[src/rtl/health_bar_ctrl_pkg.sv]
// Shared game types and defaults for the health bar controller and its neighbours.
// Both FSM encodings live here so the game-logic FSM can decode them too.
package game_pkg;

    typedef enum logic [1:0] {
        ALIVE  = 2'd0,
        INVULN = 2'd1,
        DEAD   = 2'd2
    } player_state_t;

    typedef enum logic [1:0] {
        IDLE     = 2'd0,
        FIGHT    = 2'd1,
        DEFEATED = 2'd2
    } boss_state_t;

    localparam int PLAYER_MAX_DEF = 3;
    localparam int BOSS_MAX_DEF   = 6;

    // Width of a counter that must hold 0..max inclusive.
    function automatic int count_w(input int max_val);
        return (max_val < 1) ? 1 : $clog2(max_val + 1);
    endfunction

endpackage

[src/rtl/health_bar_ctrl_if.sv]
// Event pulses from the game-logic FSM in, health status and LED bar out.
// The master side is the game logic; the slave side is health_bar_ctrl.
interface health_bar_ctrl_if
    import game_pkg::*;
#(
    parameter int PLAYER_MAX = PLAYER_MAX_DEF,
    parameter int BOSS_MAX   = BOSS_MAX_DEF,
    parameter int BAR_W      = 10
);
    localparam int PW = count_w(PLAYER_MAX);
    localparam int BW = count_w(BOSS_MAX);

    logic             tick;
    logic             new_game;
    logic             player_hit;
    logic             player_heal;
    logic             boss_active;
    logic             boss_hit;
    logic [PW-1:0]    player_health;
    logic [BW-1:0]    boss_health;
    logic             player_dead;
    logic             boss_dead;
    logic [BAR_W-1:0] out;

    modport master (
        output tick, new_game, player_hit, player_heal, boss_active, boss_hit,
        input  player_health, boss_health, player_dead, boss_dead, out
    );

    modport slave (
        input  tick, new_game, player_hit, player_heal, boss_active, boss_hit,
        output player_health, boss_health, player_dead, boss_dead, out
    );

endinterface

[src/rtl/health_bar_ctrl_therm_bar.sv]
// Thermometer encoder: bit i lights when value > i; REVERSE mirrors the bar so it
// fills from the MSB downward.
module therm_bar #(
    parameter int N       = 3,
    parameter int REVERSE = 0,
    parameter int W       = $clog2(N + 1)
) (
    input  logic [W-1:0] value,
    output logic [N-1:0] bar
);

    generate
        for (genvar gi = 0; gi < N; gi++) begin : g_bit
            if (REVERSE != 0) begin : g_rev
                assign bar[N-1-gi] = (value > W'(gi));
            end else begin : g_fwd
                assign bar[gi] = (value > W'(gi));
            end
        end
    endgenerate

endmodule

[src/rtl/health_bar_ctrl.sv]
// Player/boss health tracker with i-frame blink and a registered LED bar:
// player thermometer in the low bits, boss bar right-aligned in the high bits.
module health_bar_ctrl
    import game_pkg::*;
#(
    parameter int PLAYER_MAX   = PLAYER_MAX_DEF,
    parameter int BOSS_MAX     = BOSS_MAX_DEF,
    parameter int BAR_W        = 10,
    parameter int IFRAME_TICKS = 4,
    parameter int BLINK_TICKS  = 1
) (
    input  logic             clk,
    input  logic             resetn,
    health_bar_ctrl_if.slave bus
);

    localparam int PW = count_w(PLAYER_MAX);
    localparam int BW = count_w(BOSS_MAX);
    localparam int IW = count_w(IFRAME_TICKS);
    localparam int KW = count_w(BLINK_TICKS);

    localparam logic [PW-1:0] P_MAX  = PW'(PLAYER_MAX);
    localparam logic [BW-1:0] B_MAX  = BW'(BOSS_MAX);
    localparam logic [IW-1:0] I_LOAD = IW'(IFRAME_TICKS);
    localparam logic [KW-1:0] K_LOAD = KW'(BLINK_TICKS);

    generate
        if (BAR_W < PLAYER_MAX + BOSS_MAX || PLAYER_MAX == 0 || BOSS_MAX == 0 ||
            BAR_W == 0 || IFRAME_TICKS == 0 || BLINK_TICKS == 0) begin : g_bad_params
            $error("health_bar_ctrl: illegal parameter set");
        end
    endgenerate

    player_state_t    p_state_reg,  p_state_next;
    logic [PW-1:0]    p_health_reg, p_health_next;
    logic [IW-1:0]    iframe_reg,   iframe_next;
    logic [KW-1:0]    blink_reg,    blink_next;
    logic             phase_reg,    phase_next;

    boss_state_t      b_state_reg,  b_state_next;
    logic [BW-1:0]    b_health_reg, b_health_next;
    logic             b_dead_reg,   b_dead_next;

    logic [BAR_W-1:0] out_reg,      out_next;

    logic [PLAYER_MAX-1:0] player_bar;
    logic [BOSS_MAX-1:0]   boss_bar;
    logic [BW-1:0]         boss_level;
    logic                  player_blank;

    always_ff @(posedge clk or negedge resetn) begin
        if (!resetn) begin
            p_state_reg  <= ALIVE;
            p_health_reg <= P_MAX;
            iframe_reg   <= '0;
            blink_reg    <= '0;
            phase_reg    <= 1'b0;
            b_state_reg  <= IDLE;
            b_health_reg <= B_MAX;
            b_dead_reg   <= 1'b0;
            out_reg      <= '0;
        end else begin
            p_state_reg  <= p_state_next;
            p_health_reg <= p_health_next;
            iframe_reg   <= iframe_next;
            blink_reg    <= blink_next;
            phase_reg    <= phase_next;
            b_state_reg  <= b_state_next;
            b_health_reg <= b_health_next;
            b_dead_reg   <= b_dead_next;
            out_reg      <= out_next;
        end
    end

    // Player FSM: a hit and a heal in the same ALIVE cycle resolve as the hit.
    always_comb begin
        p_state_next  = p_state_reg;
        p_health_next = p_health_reg;
        iframe_next   = iframe_reg;
        blink_next    = blink_reg;
        phase_next    = phase_reg;
        if (bus.new_game) begin
            p_state_next  = ALIVE;
            p_health_next = P_MAX;
            iframe_next   = '0;
            blink_next    = '0;
            phase_next    = 1'b0;
        end else begin
            unique case (p_state_reg)
                ALIVE: begin
                    if (bus.player_hit && p_health_reg != '0) begin
                        p_health_next = p_health_reg - PW'(1);
                        if (p_health_reg == PW'(1)) begin
                            p_state_next = DEAD;
                        end else begin
                            p_state_next = INVULN;
                            iframe_next  = I_LOAD;
                            blink_next   = K_LOAD;
                            phase_next   = 1'b0;
                        end
                    end else if (bus.player_heal && p_health_reg != P_MAX) begin
                        p_health_next = p_health_reg + PW'(1);
                    end
                end
                INVULN: begin
                    if (bus.player_heal && p_health_reg != P_MAX) begin
                        p_health_next = p_health_reg + PW'(1);
                    end
                    if (bus.tick) begin
                        if (blink_reg <= KW'(1)) begin
                            blink_next = K_LOAD;
                            phase_next = ~phase_reg;
                        end else begin
                            blink_next = blink_reg - KW'(1);
                        end
                        // Leaving i-frames always restores a lit bar.
                        if (iframe_reg <= IW'(1)) begin
                            p_state_next = ALIVE;
                            iframe_next  = '0;
                            phase_next   = 1'b0;
                        end else begin
                            iframe_next = iframe_reg - IW'(1);
                        end
                    end
                end
                DEAD: begin
                end
                default: begin
                    p_state_next = ALIVE;
                end
            endcase
        end
    end

    // Boss FSM: dropping boss_active leaves FIGHT even if a hit lands that cycle.
    always_comb begin
        b_state_next  = b_state_reg;
        b_health_next = b_health_reg;
        b_dead_next   = 1'b0;
        if (bus.new_game) begin
            b_state_next  = IDLE;
            b_health_next = B_MAX;
        end else begin
            unique case (b_state_reg)
                IDLE: begin
                    if (bus.boss_active) begin
                        b_state_next  = FIGHT;
                        b_health_next = B_MAX;
                    end
                end
                FIGHT: begin
                    if (!bus.boss_active) begin
                        b_state_next = IDLE;
                    end else if (bus.boss_hit && b_health_reg != '0) begin
                        b_health_next = b_health_reg - BW'(1);
                        if (b_health_reg == BW'(1)) begin
                            b_state_next = DEFEATED;
                            b_dead_next  = 1'b1;
                        end
                    end
                end
                DEFEATED: begin
                    if (!bus.boss_active) begin
                        b_state_next = IDLE;
                    end
                end
                default: begin
                    b_state_next = IDLE;
                end
            endcase
        end
    end

    assign player_blank = (p_state_reg == INVULN) && phase_reg;
    assign boss_level   = (b_state_reg == FIGHT) ? b_health_reg : '0;

    therm_bar #(.N(PLAYER_MAX), .REVERSE(0), .W(PW)) u_player_bar (
        .value (p_health_reg),
        .bar   (player_bar)
    );

    therm_bar #(.N(BOSS_MAX), .REVERSE(1), .W(BW)) u_boss_bar (
        .value (boss_level),
        .bar   (boss_bar)
    );

    always_comb begin
        out_next = '0;
        if (!bus.new_game) begin
            out_next[PLAYER_MAX-1:0]     = player_bar & {PLAYER_MAX{~player_blank}};
            out_next[BAR_W-1 -: BOSS_MAX] = boss_bar;
        end
    end

    assign bus.player_health = p_health_reg;
    assign bus.boss_health   = b_health_reg;
    assign bus.player_dead   = (p_state_reg == DEAD);
    assign bus.boss_dead     = b_dead_reg;
    assign bus.out           = out_reg;

endmodule

[src/flat_wrapper.sv]
// flat-port wrapper written by rule: the top's interface ports become plain ports
module health_bar_ctrl_flat import game_pkg::*;
#(
    parameter int PLAYER_MAX   = PLAYER_MAX_DEF,
    parameter int BOSS_MAX     = BOSS_MAX_DEF,
    parameter int BAR_W        = 10,
    parameter int IFRAME_TICKS = 4,
    parameter int BLINK_TICKS  = 1
)
  (clk, resetn, bus_tick, bus_new_game, bus_player_hit, bus_player_heal, bus_boss_active, bus_boss_hit, bus_player_health, bus_boss_health, bus_player_dead, bus_boss_dead, bus_out);
  health_bar_ctrl_if #(.PLAYER_MAX(PLAYER_MAX), .BOSS_MAX(BOSS_MAX), .BAR_W(BAR_W)) bus_i ();
  input  logic clk;
  input  logic resetn;
  input wire logic [$bits(bus_i.tick)-1:0] bus_tick;
  input wire logic [$bits(bus_i.new_game)-1:0] bus_new_game;
  input wire logic [$bits(bus_i.player_hit)-1:0] bus_player_hit;
  input wire logic [$bits(bus_i.player_heal)-1:0] bus_player_heal;
  input wire logic [$bits(bus_i.boss_active)-1:0] bus_boss_active;
  input wire logic [$bits(bus_i.boss_hit)-1:0] bus_boss_hit;
  output wire logic [$bits(bus_i.player_health)-1:0] bus_player_health;
  output wire logic [$bits(bus_i.boss_health)-1:0] bus_boss_health;
  output wire logic [$bits(bus_i.player_dead)-1:0] bus_player_dead;
  output wire logic [$bits(bus_i.boss_dead)-1:0] bus_boss_dead;
  output wire logic [$bits(bus_i.out)-1:0] bus_out;
  assign bus_i.tick = bus_tick;
  assign bus_i.new_game = bus_new_game;
  assign bus_i.player_hit = bus_player_hit;
  assign bus_i.player_heal = bus_player_heal;
  assign bus_i.boss_active = bus_boss_active;
  assign bus_i.boss_hit = bus_boss_hit;
  assign bus_player_health = bus_i.player_health;
  assign bus_boss_health = bus_i.boss_health;
  assign bus_player_dead = bus_i.player_dead;
  assign bus_boss_dead = bus_i.boss_dead;
  assign bus_out = bus_i.out;
  health_bar_ctrl #(.PLAYER_MAX(PLAYER_MAX), .BOSS_MAX(BOSS_MAX), .BAR_W(BAR_W), .IFRAME_TICKS(IFRAME_TICKS), .BLINK_TICKS(BLINK_TICKS)) u_core (.clk(clk), .resetn(resetn), .bus(bus_i));
endmodule
[config.mk]
export PLATFORM = sky130hd
export DESIGN_NAME = health_bar_ctrl_flat
export DESIGN_NICKNAME = d
export VERILOG_FILES = /design/src/rtl/health_bar_ctrl_pkg.sv /design/src/rtl/health_bar_ctrl_if.sv /design/src/rtl/health_bar_ctrl_therm_bar.sv /design/src/rtl/health_bar_ctrl.sv /design/src/flat_wrapper.sv
export SDC_FILE = /design/constraint.sdc
export NUM_CORES = 1
export LEC_CHECK = 0
export ABC_AREA = 1
export ABC_CLOCK_PERIOD_IN_PS = 1800
export CORE_MARGIN = 10
export CORE_UTILIZATION = 53
export CTS_BUF_LIST = sky130_fd_sc_hd__clkbuf_4 sky130_fd_sc_hd__clkbuf_8
export CTS_CLUSTER_DIAMETER = 40
export CTS_CLUSTER_SIZE = 12
export DETAILED_ROUTE_END_ITERATION = 8
export PLACE_DENSITY_LB_ADDON = 0.1
export RECOVER_POWER = 25
export SKIP_LAST_GASP = 1
export SYNTH_ARGS = -nofsm -noshare
export SYNTH_HDL_FRONTEND = slang
export SYNTH_SLANG_ARGS = --single-unit
[constraint.sdc]
create_clock -name clk -period 1.8 [get_ports clk]
set_input_delay 0.18 -clock clk [delete_from_list [all_inputs] [get_ports clk]]
set_output_delay 0.18 -clock clk [all_outputs]
set_load 0.03 [all_outputs]
==> results.toml <==
[yosys]
yosys_register_bits = 23
synthDominantCellAreaShare = 0.371
yosysTopAreaCell = "dfrtp_1"
avgSynthCellArea_um2 = 8.42
seq_area_frac_synth = 0.454
syn-num-nets = 169
postSynthCellCount = 152
syn_area_mm2 = 0.00128
ys_top_cells_by_area = "dfrtp_1 (37%), nand2_1 (10%), ha_1 (8.8%), dfstp_2 (8.2%), inv_1 (6.2%)"
ys_types = 22
yosys_warnings = 0

[clocking]
cts_tree = "built"
clkSinkCount = 23
root_buffer = "clkbuf_4"
cts_buffers = 3
post-cts-setup-buffer-count = 0
clk_path_buf_depth = 2
cts_max_level = 1
cts_resized = 3
clk_pin_slew_ps = 140
insertion_delay_ps = 320
cts-hold-fix-buffers = 0

[sta]
finalSetupTns_ps = 0
hold_violations = 0
fin_skew_ps = 11.2
rsz0062_at_grt = "no"
fin_crit_sh = 0.903
max_freq_ghz = 0.615
setup_viol = 0
fin_crit_ps = 1630
fin_hold_ws_ps = 507
maxSlewHeadroom = 0.183
tightest_slew_ps = 1230
final_max_slew_viol_count = 0

[grt]
grt_pass1_vias = 1022
grt_util_all_layers = 0.110
grt_max_degree = 24
antenna_found_initial = 0
grt_pass1_wl_um = 4550
overflow = 0

[pwr]
p_per_area_mw_per_mm2 = 1140
p_leak_nw = 0.806
vdd_drop_max_v = 0.000897
total_power_mw = 1.77

[detailed_routing]
drtIter0Drc = 53
wire_per_inst_um = 13.1
drc = 0
vias_per_cell = 5.01
ant_nets = 0
dr.pass1.iters = 4
vias = 1032
wl_um = 2700

[finish]
area_growth_syn_to_layout_pct = 22.0
mostFrequentLayoutCell = "nand2_1"
drive_gt1_frac = 0.112
largest_reg_flops = 9
multiInputGateArea_um2 = 598
final-seq-area_um2 = 581
diodes = 0
final_cell_mix = "nand2_1 (34), inv_1 (21), nor2_1 (21)"
final_cell_area_mm2 = 0.00156
fillers = 199
nNetsFinal = 196

[placement]
io_buffer_count = 23
placed_cell_area_mm2 = 0.00153
hpwl_um = 2150
gp_congestion = 0.832

[floorplanning]
die_w_um = 69.1
io_pins = 25
die_h_um = 69.1
start_util = 0.568
core_area_mm2 = 0.00225
fp-row-count = 17
die_area_mm2 = 0.00478

[worst_setup_path]
worstSetupStartpointType = "flop"
crit_type = "flop to output pin"
cp_top_family = "buffers and inverters"
slowest_delay_ps = 700
crit_chain = "clkdlybuf4s50_1"
path_depth = 1
crit_slowest_cell = "clkdlybuf4s50_1"
r2r_cells = 9
critPathBufInv = 1
cp.arrival_ps = 1450
crit_path_max_fanout = 5
required_ps = 1620
cp-end-kind = "output pin"

[min_path]
min_path_cells = 3
min-delay-path-class = "input pin to flop"

[outcome]
status = "completed"

[job]
cap_violations = 0
-- per-layer routing --
layer,track usage,wire [um],vias to the layer above
met5,0,0,-
met4,0.0466,10,0
met3,0.0342,169,2
met2,0.181,1380,24
met1,0.129,1140,479
li1,-,-,527
-- worst paths after layout --
kind                                        startpoint                        end  slack [ps]
setup / recovery             u_core.bus.boss_health[0]         bus_boss_health[0]         170
hold / removal                         bus_boss_active       u_core.bus.boss_dead         510
setup reg to reg           u_core.bus.player_health[0]           u_core.phase_reg         250
hold reg to reg              u_core.bus.boss_health[2]  u_core.bus.boss_health[2]         560
max in group asynchronous                       resetn      u_core.p_state_reg[0]         440
min in group asynchronous                       resetn          u_core.bus.out[9]         620
-- tightest hold or removal path, delay by kind of cell --
family        cells  cell delay [ps]
buf+inv           1              460
simple gates      2              160
-- final cells by class --
type / instances / area share
clock buffer: 3 / 0.0144
clock inverter: 1 / 0.00481
inverter: 22 / 0.0529
multi-input combinational: 105 / 0.383
sequential: 23 / 0.372
tap: 28 / 0.0224
timing repair buffer: 24 / 0.151
-- kinds of logic (layout without fill, tap and decap cells) --
| family | Yosys count | count (layout) | share of synthesized area |
|---|---|---|---|
| other | 1 | 1 | 0.00293 |
| flip-flops | 23 | 23 | 0.454 |
| adder cells (fa/ha/maj) | 9 | 9 | 0.0880 |
| buffers and inverters | 24 | 50 | 0.0792 |
| AND/OR/NAND/NOR | 76 | 76 | 0.291 |
| AO/OA/AOI/OAI | 19 | 19 | 0.0850 |
-- metrics by stage --
stage,std cells,worst slack (ps),util
finish,206,174,0.693
global route,206,93.7,0.693
CTS,206,5.62,0.692
detailed placement,202,108,0.680
global placement,202,198,0.680
floorplan,152,276,-
-- synthesized netlist by cell type (all sizes together) --
cell and count:
nand2 37, inv 22, nor2 22, dfrtp 19, o21ai 13, nand3 10
ha 9, a21oi 5, dfstp 4, nand4 4, buf 2, nor3 2
conb 1, o21a 1, or2 1
-- power by group --
group,switching [mW],leakage [nW],internal [mW]
Clock,0.163,0.0139,0.0848
Sequential,0.0838,0.295,0.632
Combinational,0.518,0.497,0.292
Total,0.765,0.806,1.01
No activity file was read; power rests on OpenSTA's default activity.
